**src/rtl/tdm_block_scheduler.sv**
```systemverilog
// TDM block scheduler: synchronises c4/f0 into the clk50 domain, issues a
// per-bit strobe with its buffer index, and hands ping-pong banks between
// the TDM shift datapath and the MCU, raising cpu_int per completed block.
module tdm_block_scheduler #(
  parameter int FRAME_BITS       = 32,
  parameter int FRAMES_PER_BLOCK = 2,
  parameter int INT_WIDTH        = 4,
  parameter int IDX_W            = $clog2(FRAME_BITS * FRAMES_PER_BLOCK)
) (
  input  logic             clk50,
  input  logic             reset_n,
  input  logic             c4,
  input  logic             f0,
  input  logic             enable,
  input  logic             mcu_release,
  input  logic             clear_err,
  output logic             bit_strobe,
  output logic [IDX_W-1:0] bit_index,
  output logic             tdm_bank,
  output logic             mcu_bank,
  output logic             cpu_int,
  output logic             overrun,
  output logic             frame_err,
  output logic             locked
);

  localparam int POS_W = $clog2(2 * FRAME_BITS);
  localparam int FC_W  = (FRAMES_PER_BLOCK > 1) ? $clog2(FRAMES_PER_BLOCK) : 1;
  localparam int IC_W  = $clog2(INT_WIDTH + 1);

  localparam logic [POS_W-1:0] POS_LAST = POS_W'(2 * FRAME_BITS - 1);
  localparam logic [POS_W-1:0] POS_DONE = POS_W'(2 * FRAME_BITS - 2);
  localparam logic [FC_W-1:0]  FC_LAST  = FC_W'(FRAMES_PER_BLOCK - 1);
  localparam logic [IC_W-1:0]  IC_LOAD  = IC_W'(INT_WIDTH);

  localparam logic [0:0] HUNT = 1'b0;
  localparam logic [0:0] RUN  = 1'b1;

  logic             c4_s1, c4_s2, c4_s3;
  logic             f0_s1, f0_s2;
  logic             c4_rise;

  logic [0:0]       state, state_nx;
  logic [POS_W-1:0] pos, pos_nx;
  logic [FC_W-1:0]  frame_cnt, fc_nx;
  logic             strobe_nx;
  logic [IDX_W-1:0] idx_nx;
  logic             done_nx, done_p1;
  logic             ferr_set;

  logic             mcu_busy, busy_nx;
  logic             bank_nx;
  logic [IC_W-1:0]  int_cnt, ic_nx;
  logic             ovr_set;

  // Two-flop synchronisers for c4/f0 plus a third c4 flop for edge detect.
  always_ff @(posedge clk50 or negedge reset_n) begin
    if (!reset_n) begin
      c4_s1 <= 1'b0;
      c4_s2 <= 1'b0;
      c4_s3 <= 1'b0;
      f0_s1 <= 1'b0;
      f0_s2 <= 1'b0;
    end else begin
      c4_s1 <= c4;
      c4_s2 <= c4_s1;
      c4_s3 <= c4_s2;
      f0_s1 <= f0;
      f0_s2 <= f0_s1;
    end
  end

  assign c4_rise = c4_s2 & ~c4_s3;

  // Frame tracking: HUNT/RUN decisions, position counting and strobe generation.
  always_comb begin
    state_nx  = state;
    pos_nx    = pos;
    fc_nx     = frame_cnt;
    strobe_nx = 1'b0;
    idx_nx    = bit_index;
    done_nx   = 1'b0;
    ferr_set  = 1'b0;
    if (!enable) begin
      state_nx = HUNT;
      pos_nx   = '0;
      fc_nx    = '0;
    end else if (c4_rise) begin
      if (state == HUNT) begin
        if (!f0_s2) begin
          state_nx = RUN;
          pos_nx   = '0;
          fc_nx    = '0;
        end
      end else if (!f0_s2) begin
        // f0 low is only legal at the frame boundary; anywhere else we lost alignment.
        if (pos != '0) begin
          ferr_set = 1'b1;
          state_nx = HUNT;
          pos_nx   = '0;
          fc_nx    = '0;
        end
      end else begin
        if (!pos[0]) begin
          strobe_nx = 1'b1;
          idx_nx    = IDX_W'(frame_cnt) * IDX_W'(FRAME_BITS) + IDX_W'(pos >> 1);
          done_nx   = (pos == POS_DONE) && (frame_cnt == FC_LAST);
        end
        if (pos == POS_LAST) begin
          pos_nx = '0;
          fc_nx  = (frame_cnt == FC_LAST) ? '0 : frame_cnt + 1'b1;
        end else begin
          pos_nx = pos + 1'b1;
        end
      end
    end
  end

  // Bank handover, MCU ownership and interrupt length, evaluated on the block-done strobe cycle.
  always_comb begin
    busy_nx = mcu_busy & ~mcu_release;
    bank_nx = tdm_bank;
    ic_nx   = (int_cnt != '0) ? int_cnt - 1'b1 : int_cnt;
    ovr_set = 1'b0;
    if (done_p1) begin
      if (mcu_release || !mcu_busy) begin
        bank_nx = ~tdm_bank;
        busy_nx = 1'b1;
        ic_nx   = IC_LOAD;
      end else begin
        ovr_set = 1'b1;
      end
    end
  end

  // Stage p1: registered outputs and controller state.
  always_ff @(posedge clk50 or negedge reset_n) begin
    if (!reset_n) begin
      state      <= HUNT;
      pos        <= '0;
      frame_cnt  <= '0;
      bit_strobe <= 1'b0;
      bit_index  <= '0;
      done_p1    <= 1'b0;
      locked     <= 1'b0;
      mcu_busy   <= 1'b0;
      tdm_bank   <= 1'b0;
      mcu_bank   <= 1'b1;
      int_cnt    <= '0;
      cpu_int    <= 1'b0;
      overrun    <= 1'b0;
      frame_err  <= 1'b0;
    end else begin
      state      <= state_nx;
      pos        <= pos_nx;
      frame_cnt  <= fc_nx;
      bit_strobe <= strobe_nx;
      bit_index  <= idx_nx;
      done_p1    <= done_nx;
      locked     <= (state_nx == RUN);
      mcu_busy   <= busy_nx;
      tdm_bank   <= bank_nx;
      mcu_bank   <= ~bank_nx;
      int_cnt    <= ic_nx;
      cpu_int    <= (ic_nx != '0);
      overrun    <= ovr_set | (overrun & ~clear_err);
      frame_err  <= ferr_set | (frame_err & ~clear_err);
    end
  end

endmodule

```
**config.mk**
```make
export PLATFORM = sky130hd
export DESIGN_NAME = tdm_block_scheduler
export DESIGN_NICKNAME = d
export VERILOG_FILES = /design/src/rtl/tdm_block_scheduler.sv
export SDC_FILE = /design/constraint.sdc
export NUM_CORES = 1
export LEC_CHECK = 0
export ABC_CLOCK_PERIOD_IN_PS = 3900
export BUFFER_PORTS_ARGS = -buffer_cell sky130_fd_sc_hd__clkbuf_2
export CAP_MARGIN = 20
export CORE_MARGIN = 8
export CORE_UTILIZATION = 42
export DETAILED_ROUTE_END_ITERATION = 6
export PLACE_DENSITY = 0.65
export SYNTH_ARGS = -nofsm -noshare
export SYNTH_HDL_FRONTEND = slang
export SYNTH_SLANG_ARGS = --single-unit
```
**constraint.sdc**
```tcl
create_clock -name clk50 -period 3.9 [get_ports clk50]
set_input_delay 0.78 -clock clk50 [delete_from_list [all_inputs] [get_ports clk50]]
set_output_delay 0.78 -clock clk50 [all_outputs]
set_load 0.005 [all_outputs]
```
==> results.cfg, run 1 <==
[worst_setup_path]
worst_ep_required_time_ns = 4.10
worst_ep_arrival_time_ns = 1.95
cp-startpoint = pos[0]
crit_type = register to register
rr_worst_depth = 6
cp-end-kind = register
critPathMaxFanout = 7
rr_startpoint = pos[0]
cp-start-kind = register

[finish]
n_antenna_cell = 0
nets = 154
final_cell_count_no_fill = 186
synthToLayoutAreaGrowth_pct = 17.00
drive_gt1_frac = 0.2535

[clocking]
cts-resized-gates = 0
cts.path.max_buffers = 2
postCtsSetupBuffers = 0
numClockSinks = 30
numCtsBuffers = 5
clkLatencyLatePin_ns = 0.32
cts_tree = built
holdBufCountCts = 0
cts.clk_slew.worst_paths_ns = 0.09
clock-root-buffer = clkbuf_4
h-tree-depth = 2

[global_routing]
grt_remaining_overflow = 0
grt_max_degree = 31
grt_pass1_vias = 963
grtUsageTotal = 0.1069
grt_pass1_wl_um = 4215
antenna_found_initial = 0

[sta]
relSlewSlack = 0.5177
fin_skew_ns = 0.003093
fin_crit_sh = 0.4493
tightest_slew_ns = 0.7235
max_freq_ghz = 0.5707
fin_tns_setup_ns = 0
setup_viol = 0
min_period_ns = 1.752
timing.hold.ws_ns = 0.3548
final-max-slew-violation-count = 0
fin_ws_ns = 2.148
grt_setup_unrepaired = no
hold_viol = 0

[pwr]
power_switching_uw = 118.0
peakVddDrop_uv = 244.3
sw_frac_of_total = 0.2082
seqPwrFrac = 0.570
p_int_uw = 448.6
p_comb_frac = 0.042
clkPwrFrac = 0.388
p_leak_uw = 0.0007744
power_uw = 566.6
p_per_area_nw_per_um2 = 367.6

[placed_design]
pre_cts_slack_ns = 1.883
io_buffer_count = 19
gp_congestion = 0.8233
dp.cells = 178
hpwl_um = 1790

[min_path]
whs_path_depth = 0
min_path_type = register to register
min_from = c4_s1

[yosys]
synth.distinct_cells = 37
netlist_area_um2 = 1318
synth-seq-cells = 30
synthCells = 116
synth_warnings = 0
syn_avg_cell_area_um2 = 11.36
seq_area_frac_synth = 0.5708
synth_nets = 129

[die]
die_w_um = 72.01
core_um2 = 3028
die_h_um = 72.01
std_cell_rows = 20
io_pins = 20
dieArea_um2 = 5185
start_util = 0.4351

[route]
viasPerCell = 5.016
finalWirelength_um = 2476
dr.pass1.iters = 5
vias = 933
drtIter0Drc = 28
routedWlPerCell_um = 13.31
drcViolationCount = 0
antenna_left = 0

[job]
maxCapViolations = 0

[status]
status = completed
==> Yosys cell counts (all sizes together) <==
| library cell | instances | area share |
|---|---|---|
| o211a | 1 | 0.0076 |
| o21a | 1 | 0.0057 |
| inv | 11 | 0.031 |
| nor4bb | 1 | 0.0076 |
| a211o | 1 | 0.0066 |
| a31oi | 4 | 0.019 |
| nor2 | 6 | 0.017 |
| o22ai | 1 | 0.0048 |
| nor3b | 1 | 0.0057 |
| xnor2 | 1 | 0.0066 |
| nand3 | 8 | 0.034 |
| nand3b | 1 | 0.0057 |
| dfrtp | 29 | 0.55 |
| nor3 | 3 | 0.020 |
| nor4 | 2 | 0.0095 |
| o21ai | 4 | 0.015 |
| nand4 | 2 | 0.0095 |
| mux2 | 6 | 0.051 |
| or4 | 1 | 0.0057 |
| nand2b | 3 | 0.014 |
| mux2i | 1 | 0.0076 |
| nand2 | 9 | 0.026 |
| buf | 1 | 0.0038 |
| or2 | 1 | 0.0048 |
| xor2 | 1 | 0.0066 |
| ha | 6 | 0.057 |
| o211ai | 2 | 0.015 |
| and3 | 1 | 0.0057 |
| a21oi | 3 | 0.011 |
| dfstp | 1 | 0.020 |
| nor2b | 1 | 0.0048 |
| and2 | 2 | 0.0095 |
==> final timing paths <==
check / end / slack (ns)
worst max-delay path: pos[5] / 2.15
worst min-delay path: c4_s2 / 0.35
worst max register to register: pos[5] / 2.15
worst min register to register: c4_s2 / 0.35
max in group asynchronous: bit_index[0] / 2.94
min in group asynchronous: mcu_busy / 0.50
==> power groups by stage <==
stage | clock, uW | sequential [uW] | combinational, uW
6_report | 220 | 323 | 23.7
3_5_place_dp | 0 | 329 | 24.3
4_1_cts | 231 | 323 | 24.6
5_1_grt | 245 | 324 | 27.2
2_1_floorplan | 0 | 328 | 11.5
3_3_place_gp | 0 | 329 | 23.5
==> placed cells by master, fill, tap and decap left out, drive strengths merged <==
cell / count
mux2i: 1
nand2: 9
nor3: 3
dfstp: 1
ha: 6
o211ai: 2
mux2: 6
nor2: 6
clkbuf: 27
nand3b: 1
o21ai: 4
o21a: 1
nand3: 8
a31oi: 4
nand2b: 3
nand4: 2
xnor2: 1
or4: 1
inv: 11
and2: 2
xor2: 1
nor3b: 1
nor4bb: 1
nor4: 2
o22ai: 1
nor2b: 1
o211a: 1
a211o: 1
a21oi: 3
and3: 1
or2: 1
dfrtp: 29
==> layer usage <==
metal	wire (um)	track usage	vias to the layer above
met5	0	0	-
met4	42	0.06122	0
met3	173	0.05372	10
met2	1264	0.1852	40
met1	995	0.09933	429
li1	-	-	454
==> cells by family after synthesis <==
family | after synthesis | synth area share
multiplexers | 7 | 0.05888
buffers and inverters | 12 | 0.03513
XOR/XNOR | 2 | 0.01330
flip-flops | 30 | 0.5708
AO/OA/AOI/OAI | 17 | 0.08546
adder cells (fa/ha/maj) | 6 | 0.05698
AND/OR/NAND/NOR | 42 | 0.1795
==> flip-flops by register name (all words and copies together) (netlist names) <==
signal      count
state           1
tdm_bank        1
c4_s3           1
int_cnt         3
c4_s2           1
frame_err       1
bit_index       6
mcu_bank        1
bit_strobe      1
done_p1         1
f0_s2           1
frame_cnt       1
f0_s1           1
c4_s1           1
cpu_int         1
mcu_busy        1
pos             6
overrun         1
==> per-stage QoR <==
step / cell area, um^2 / util
final: 1541 / 0.5091
after global routing: 1541 / 0.5091
after CTS: 1541 / 0.5091
after detailed placement: 1463 / 0.4831
after global placement: 1463 / 0.4831
after floorplan: 1318 / -
==> worst max-delay path, stage by stage (launching register included) <==
cell and delay (ns):
dfrtp_1 0.44, inv_1 0.13, ha_1 0.18, nor4bb_1 0.29, a211o_1 0.29, and2_1 0.21, o211ai_2 0.09
==> layout make-up <==
cell class	instances	area [um^2]
Multi-Input combinational cell	74	519.2
Inverter	11	41.29
Fill cell	293	1486
Sequential cell	30	752.0
Tap cell	44	55.05
Timing Repair Buffer	19	95.09
Clock buffer	8	78.83
Power figures use the tool's default switching activity.
==> run 2: changes to the inputs <==
--- a/config.mk
+++ b/config.mk
@@ -5,13 +5,13 @@
 export SDC_FILE = /design/constraint.sdc
 export NUM_CORES = 1
 export LEC_CHECK = 0
-export ABC_CLOCK_PERIOD_IN_PS = 3900
+export ABC_CLOCK_PERIOD_IN_PS = 1600
 export BUFFER_PORTS_ARGS = -buffer_cell sky130_fd_sc_hd__clkbuf_2
 export CAP_MARGIN = 20
 export CORE_MARGIN = 8
 export CORE_UTILIZATION = 42
 export DETAILED_ROUTE_END_ITERATION = 6
-export PLACE_DENSITY = 0.65
+export PLACE_DENSITY = 0.67
 export SYNTH_ARGS = -nofsm -noshare
 export SYNTH_HDL_FRONTEND = slang
 export SYNTH_SLANG_ARGS = --single-unit
==> constraint.sdc (replaced) <==
create_clock -name clk50 -period 1.6 [get_ports clk50]
set_input_delay 0.32 -clock clk50 [delete_from_list [all_inputs] [get_ports clk50]]
set_output_delay 0.32 -clock clk50 [all_outputs]
set_load 0.005 [all_outputs]
==> run 2 against run 1 <==
Against the previous run:
- maximum frequency rose by 13%
- first-iteration DRC count fell by 7.1%
- worst setup slack got worse by 2.1 ns
- sequential cell count did not move
- routed wire length rose by 9.0%
- sequential power rose by 140%
- clock-buffer cell count fell by 1
- via count rose by 6.0%
- combinational power rose to 3.1 times the previous value
- critical endpoint is now pos[1]
- highest routed layer unchanged
==> results.cfg, run 2 (synthesis gave the netlist of run 1 again) <==
[placed_design]
place_area_um2 = 1530
pre_cts_slack_ns = 0.003408
io_buffer_count = 19
hpwl_um = 1910
dp.cells = 187
gp_congestion = 0.7754

[sta]
final-max-slew-violation-count = 0
fin_ws_ns = 0.04293
min_period_ns = 1.557
fin_skew_ns = 0.01307
setup_viol = 0
relSlewSlack = 0.7548
fin_crit_sh = 0.9732
hold_viol = 0
tightest_slew_ns = 0.3678
max_freq_ghz = 0.6422

[finish]
mostFrequentLayoutCell = dfrtp_1
nets = 166
drive_gt1_frac = 0.3442
final_cell_count_no_fill = 198
n_antenna_cell = 0
synthToLayoutAreaGrowth_pct = 26.21
final_cell_area_um2 = 1663
final_util = 0.5492
reg_top3 = bit_index (6), pos (6), int_cnt (3)
layout_common_cells = dfrtp_1 (29), clkbuf_2 (19), inv_1 (9), nand2_1 (9), buf_4 (9)
fill_cells = 282

[worst_setup_path]
rr_endpoint = pos[1]
critPathMaxFanout = 4
cp-end-kind = register
critPathBufInv = 2
worst_ep_arrival_time_ns = 1.78
max_stage_delay_ns = 0.39
cp_top_family = compound AO/OA/AOI/OAI gates
rr_startpoint = pos[1]
crit_type = register to register
cp-start-kind = register
cp_cell_sequence = inv_2, ha_4, nor4bb_2, a211o_1, buf_6, nand3_1, o21ai_1
worst_ep_required_time_ns = 1.82
rr_worst_depth = 7
slowest_stage = dfrtp_1
ff2ff_setup_slack_ns = 0.04

[route]
drcViolationCount = 0
antenna_left = 0
drtIter0Drc = 26
finalWirelength_um = 2700
vias = 989
dr.pass1.iters = 4
routedWlPerCell_um = 13.64
viasPerCell = 4.995

[die]
core_um2 = 3028
dieArea_um2 = 5185
start_util = 0.4351
die_w_um = 72.01
die_h_um = 72.01
std_cell_rows = 20
io_pins = 20

[min_path]
holdPathEnd = c4_s1
min_from = c4
whs_path_depth = 1
min_path_type = primary input to register

[pwr]
p_per_area_nw_per_um2 = 795.5
p_leak_uw = 0.0008354
peakVddDrop_uv = 496.2
power_uw = 1323

[clocking]
cts.clk_slew.worst_paths_ns = 0.09
numCtsBuffers = 5
h-tree-depth = 2
cts.path.max_buffers = 2
cts_tree = built
clock-root-buffer = clkbuf_4
numClockSinks = 30
clkLatencyLatePin_ns = 0.33

[global_routing]
antenna_found_initial = 0
grt_pass1_wl_um = 4471
grt_pass1_vias = 973
grt_remaining_overflow = 0
grtUsageTotal = 0.1138
grt_max_degree = 31

[status]
status = completed

[job]
maxCapViolations = 0
==> run 2: through the flow <==
stage               hold WS [ns]   TNS (ns)
floorplan                0.02441          0
global placement          0.3327          0
detailed placement        0.3418          0
CTS                      0.07664          0
global route             0.06960  -0.008103
finish                   0.09541          0
==> run 2: worst max-delay path by stage <==
stage | slack, ns | startpoint | depth (start not counted) | to
after floorplan | 0.02 | pos[0] | 6 | pos[5]
after global placement | 0.06 | pos[0] | 6 | pos[5]
after detailed placement | 0.003 | pos[0] | 6 | pos[5]
after CTS | 0.04 | int_cnt[0] | 6 | cpu_int
after global routing | -0.008 | pos[0] | 6 | pos[0]
final | 0.04 | pos[1] | 7 | pos[1]
==> run 2: worst reg2reg max path, stage by stage (launching register included) <==
cell and delay [ns]:
dfrtp_1 0.39, inv_2 0.06, ha_4 0.15, nor4bb_2 0.16
a211o_1 0.37, buf_6 0.16, nand3_1 0.09, o21ai_1 0.07
==> run 2: cell type report <==
class,count,area (um^2),area share
multi-input cells,74,550.5,0.3311
inverters,11,41.29,0.02483
well taps,44,55.05,0.03311
repair buffers,31,203.9,0.1226
clock inverters,1,5.005,0.003010
flip-flops and latches,30,752.0,0.4522
clock buffers,7,55.05,0.03311
==> run 2: metal layers <==
metal  track usage  up-vias  wire length, um
met1        0.1177      489             1150
met3       0.05096        5              112
met2        0.1913       17             1389
li1              -      478                -
met4       0.05669        0               47
met5             0        -                0
==> run 2: power by group <==
| part | total (uW) | internal (uW) | switching [uW] |
|---|---|---|---|
| registers | 788 | 774 | 14.1 |
| clock network | 461 | 213 | 248 |
| logic | 74.1 | 32.4 | 41.7 |
==> run 2: repair_timing <==
action,4_1_cts,5_1_grt
endpoints found under the hold margin,26,0
gates resized for setup,0,10
pin swaps,1,2
setup endpoints to repair,1,13
hold buffers,1,0
buffers inserted,1,1
==> run 3: changes to the inputs <==
==> constraint.sdc (replaced) <==
create_clock -name clk50 -period 1.6 [get_ports clk50]
set_input_delay 0.24 -clock clk50 [delete_from_list [all_inputs] [get_ports clk50]]
set_output_delay 0.24 -clock clk50 [all_outputs]
set_load 0.005 [all_outputs]
==> run 3 against run 2 <==
Against the previous run:
- global-route usage decreased by 0.83 points
- power is 0.95% lower
- sequential power is essentially flat
- cell area shrank 0.38%
- register-to-register slack improved by 0.05 ns
- sequential share of layout area rose by 0.17 points
==> results.cfg, run 3 (synthesis gave the netlist of run 1 again) <==
[pwr]
p_int_uw = 1023
peakVddDrop_uv = 635.2
power_switching_uw = 287.7
p_per_area_nw_per_um2 = 790.9
sw_frac_of_total = 0.2196
seqPwrFrac = 0.602
clkPwrFrac = 0.340
p_leak_uw = 0.0008339
power_uw = 1310
p_comb_frac = 0.058

[route]
dr.pass1.iters = 4
drcViolationCount = 0
drtIter0Drc = 32
finalWirelength_um = 2458
antenna_left = 0
vias = 959
viasPerCell = 4.819
routedWlPerCell_um = 12.35

[sta]
fin_crit_sh = 0.9450
min_period_ns = 1.512
timing.hold.ws_ns = 0.1189
max_freq_ghz = 0.6614
fin_skew_ns = 0.002945
relSlewSlack = 0.7574
hold_viol = 0
tightest_slew_ns = 0.3639
fin_tns_setup_ns = 0
grt_setup_unrepaired = no
final-max-slew-violation-count = 0
setup_viol = 0

[global_routing]
antenna_found_initial = 0
grtUsageTotal = 0.1056
grt_remaining_overflow = 0
grt_pass1_vias = 950
grt_pass1_wl_um = 4140
grt_max_degree = 31

[die]
dieArea_um2 = 5185
die_w_um = 72.01
die_h_um = 72.01
core_um2 = 3028
io_pins = 20
std_cell_rows = 20
start_util = 0.4351

[clocking]
cts.clk_slew.worst_paths_ns = 0.09
numClockSinks = 30
cts.path.max_buffers = 2
cts_tree = built
clkLatencyLatePin_ns = 0.31
h-tree-depth = 2
clock-root-buffer = clkbuf_4
numCtsBuffers = 5

[worst_setup_path]
cp-start-kind = register
worst_ep_required_time_ns = 1.80
cp-end-kind = register
critPathMaxFanout = 3
worst_ep_arrival_time_ns = 1.71
crit_type = register to register

[finish]
seq_area_um2 = 752.0
synthToLayoutAreaGrowth_pct = 25.74
nets = 167
drive_gt1_frac = 0.3226
fill_cells = 283
n_antenna_cell = 0
final_cell_count_no_fill = 199
layout_common_cells = dfrtp_1 (29), clkbuf_2 (19), inv_1 (10)
reg_top3 = bit_index (6), pos (6), int_cnt (3)
mostFrequentLayoutCell = dfrtp_1
multi_input_area_um2 = 544.3

[placed_design]
hpwl_um = 1859
io_buffer_count = 19
dp.cells = 185
gp_congestion = 0.8273

[job]
maxCapViolations = 0

[status]
status = completed

[min_path]
min_path_type = primary input to register
-- run 3: changes by cell type in the layout (fill, tap and decap cells not counted), sizes merged --
cell / before / now
dlygate4sd3: 1 / 3
buf: 11 / 10
-- run 3: through the flow --
step | util | cell area [um^2] | worst slack [ns]
6_report | 0.5471 | 1657 | 0.08799
5_1_grt | 0.5471 | 1657 | 0.002507
4_1_cts | 0.5260 | 1593 | 0.02156
3_5_place_dp | 0.5004 | 1515 | 0.001359
3_3_place_gp | 0.5004 | 1515 | 0.06997
2_1_floorplan | - | 1318 | 0.02211
-- run 3: repair_timing --
action,in CTS,in global routing
hold buffers,1,2
setup endpoints to repair,1,9
pin swaps,1,5
buffers inserted,1,2
endpoints found under the hold margin,29,2
gates resized for setup,0,8
-- run 3: metal layers --
layer	GRT usage	share of wire	up-vias
li1	-	-	481
met1	0.1115	0.43	455
met2	0.1670	0.49	21
met3	0.05234	0.070	2
met4	0.06122	0.0085	0
met5	0	0	-
-- run 3: path summary, 6_finish.rpt --
path | start | endpoint | slack [ns] | cells after the start
worst max-delay path | int_cnt[0] | cpu_int | 0.09 | 6
worst min-delay path | clear_err | overrun | 0.12 | 2
worst max register to register | int_cnt[0] | cpu_int | 0.09 | 6
worst min register to register | c4_s1 | c4_s2 | 0.37 | 0
max in group asynchronous | reset_n | mcu_bank | 0.83 | 3
min in group asynchronous | reset_n | mcu_busy | 0.46 | 3
-- run 3: area by class of cell --
cell class                 instances  share of cell area
inverter                          11             0.02492
clock buffer                       7             0.03323
clock inverter                     1            0.003021
multi-input combinational         74              0.3285
tap                               44             0.03323
sequential                        30              0.4539
timing repair buffer              32              0.1231
-- run 3: worst max-delay path, stage by stage, from the launching register on --
cell     delay [ns]
dfrtp_1        0.37
inv_1          0.08
ha_1           0.22
ha_1           0.21
nor3b_2        0.18
a31oi_1        0.06
or2_2          0.27
-- run 3: power groups by stage --
stage / Combinational (uW) / Clock [uW] / Sequential, uW
final: 76.6 / 445 / 788
after global routing: 85.8 / 511 / 791
after CTS: 69.6 / 470 / 787
after detailed placement: 65.9 / 0 / 802
after global placement: 64.7 / 0 / 802
after floorplan: 28.1 / 0 / 799
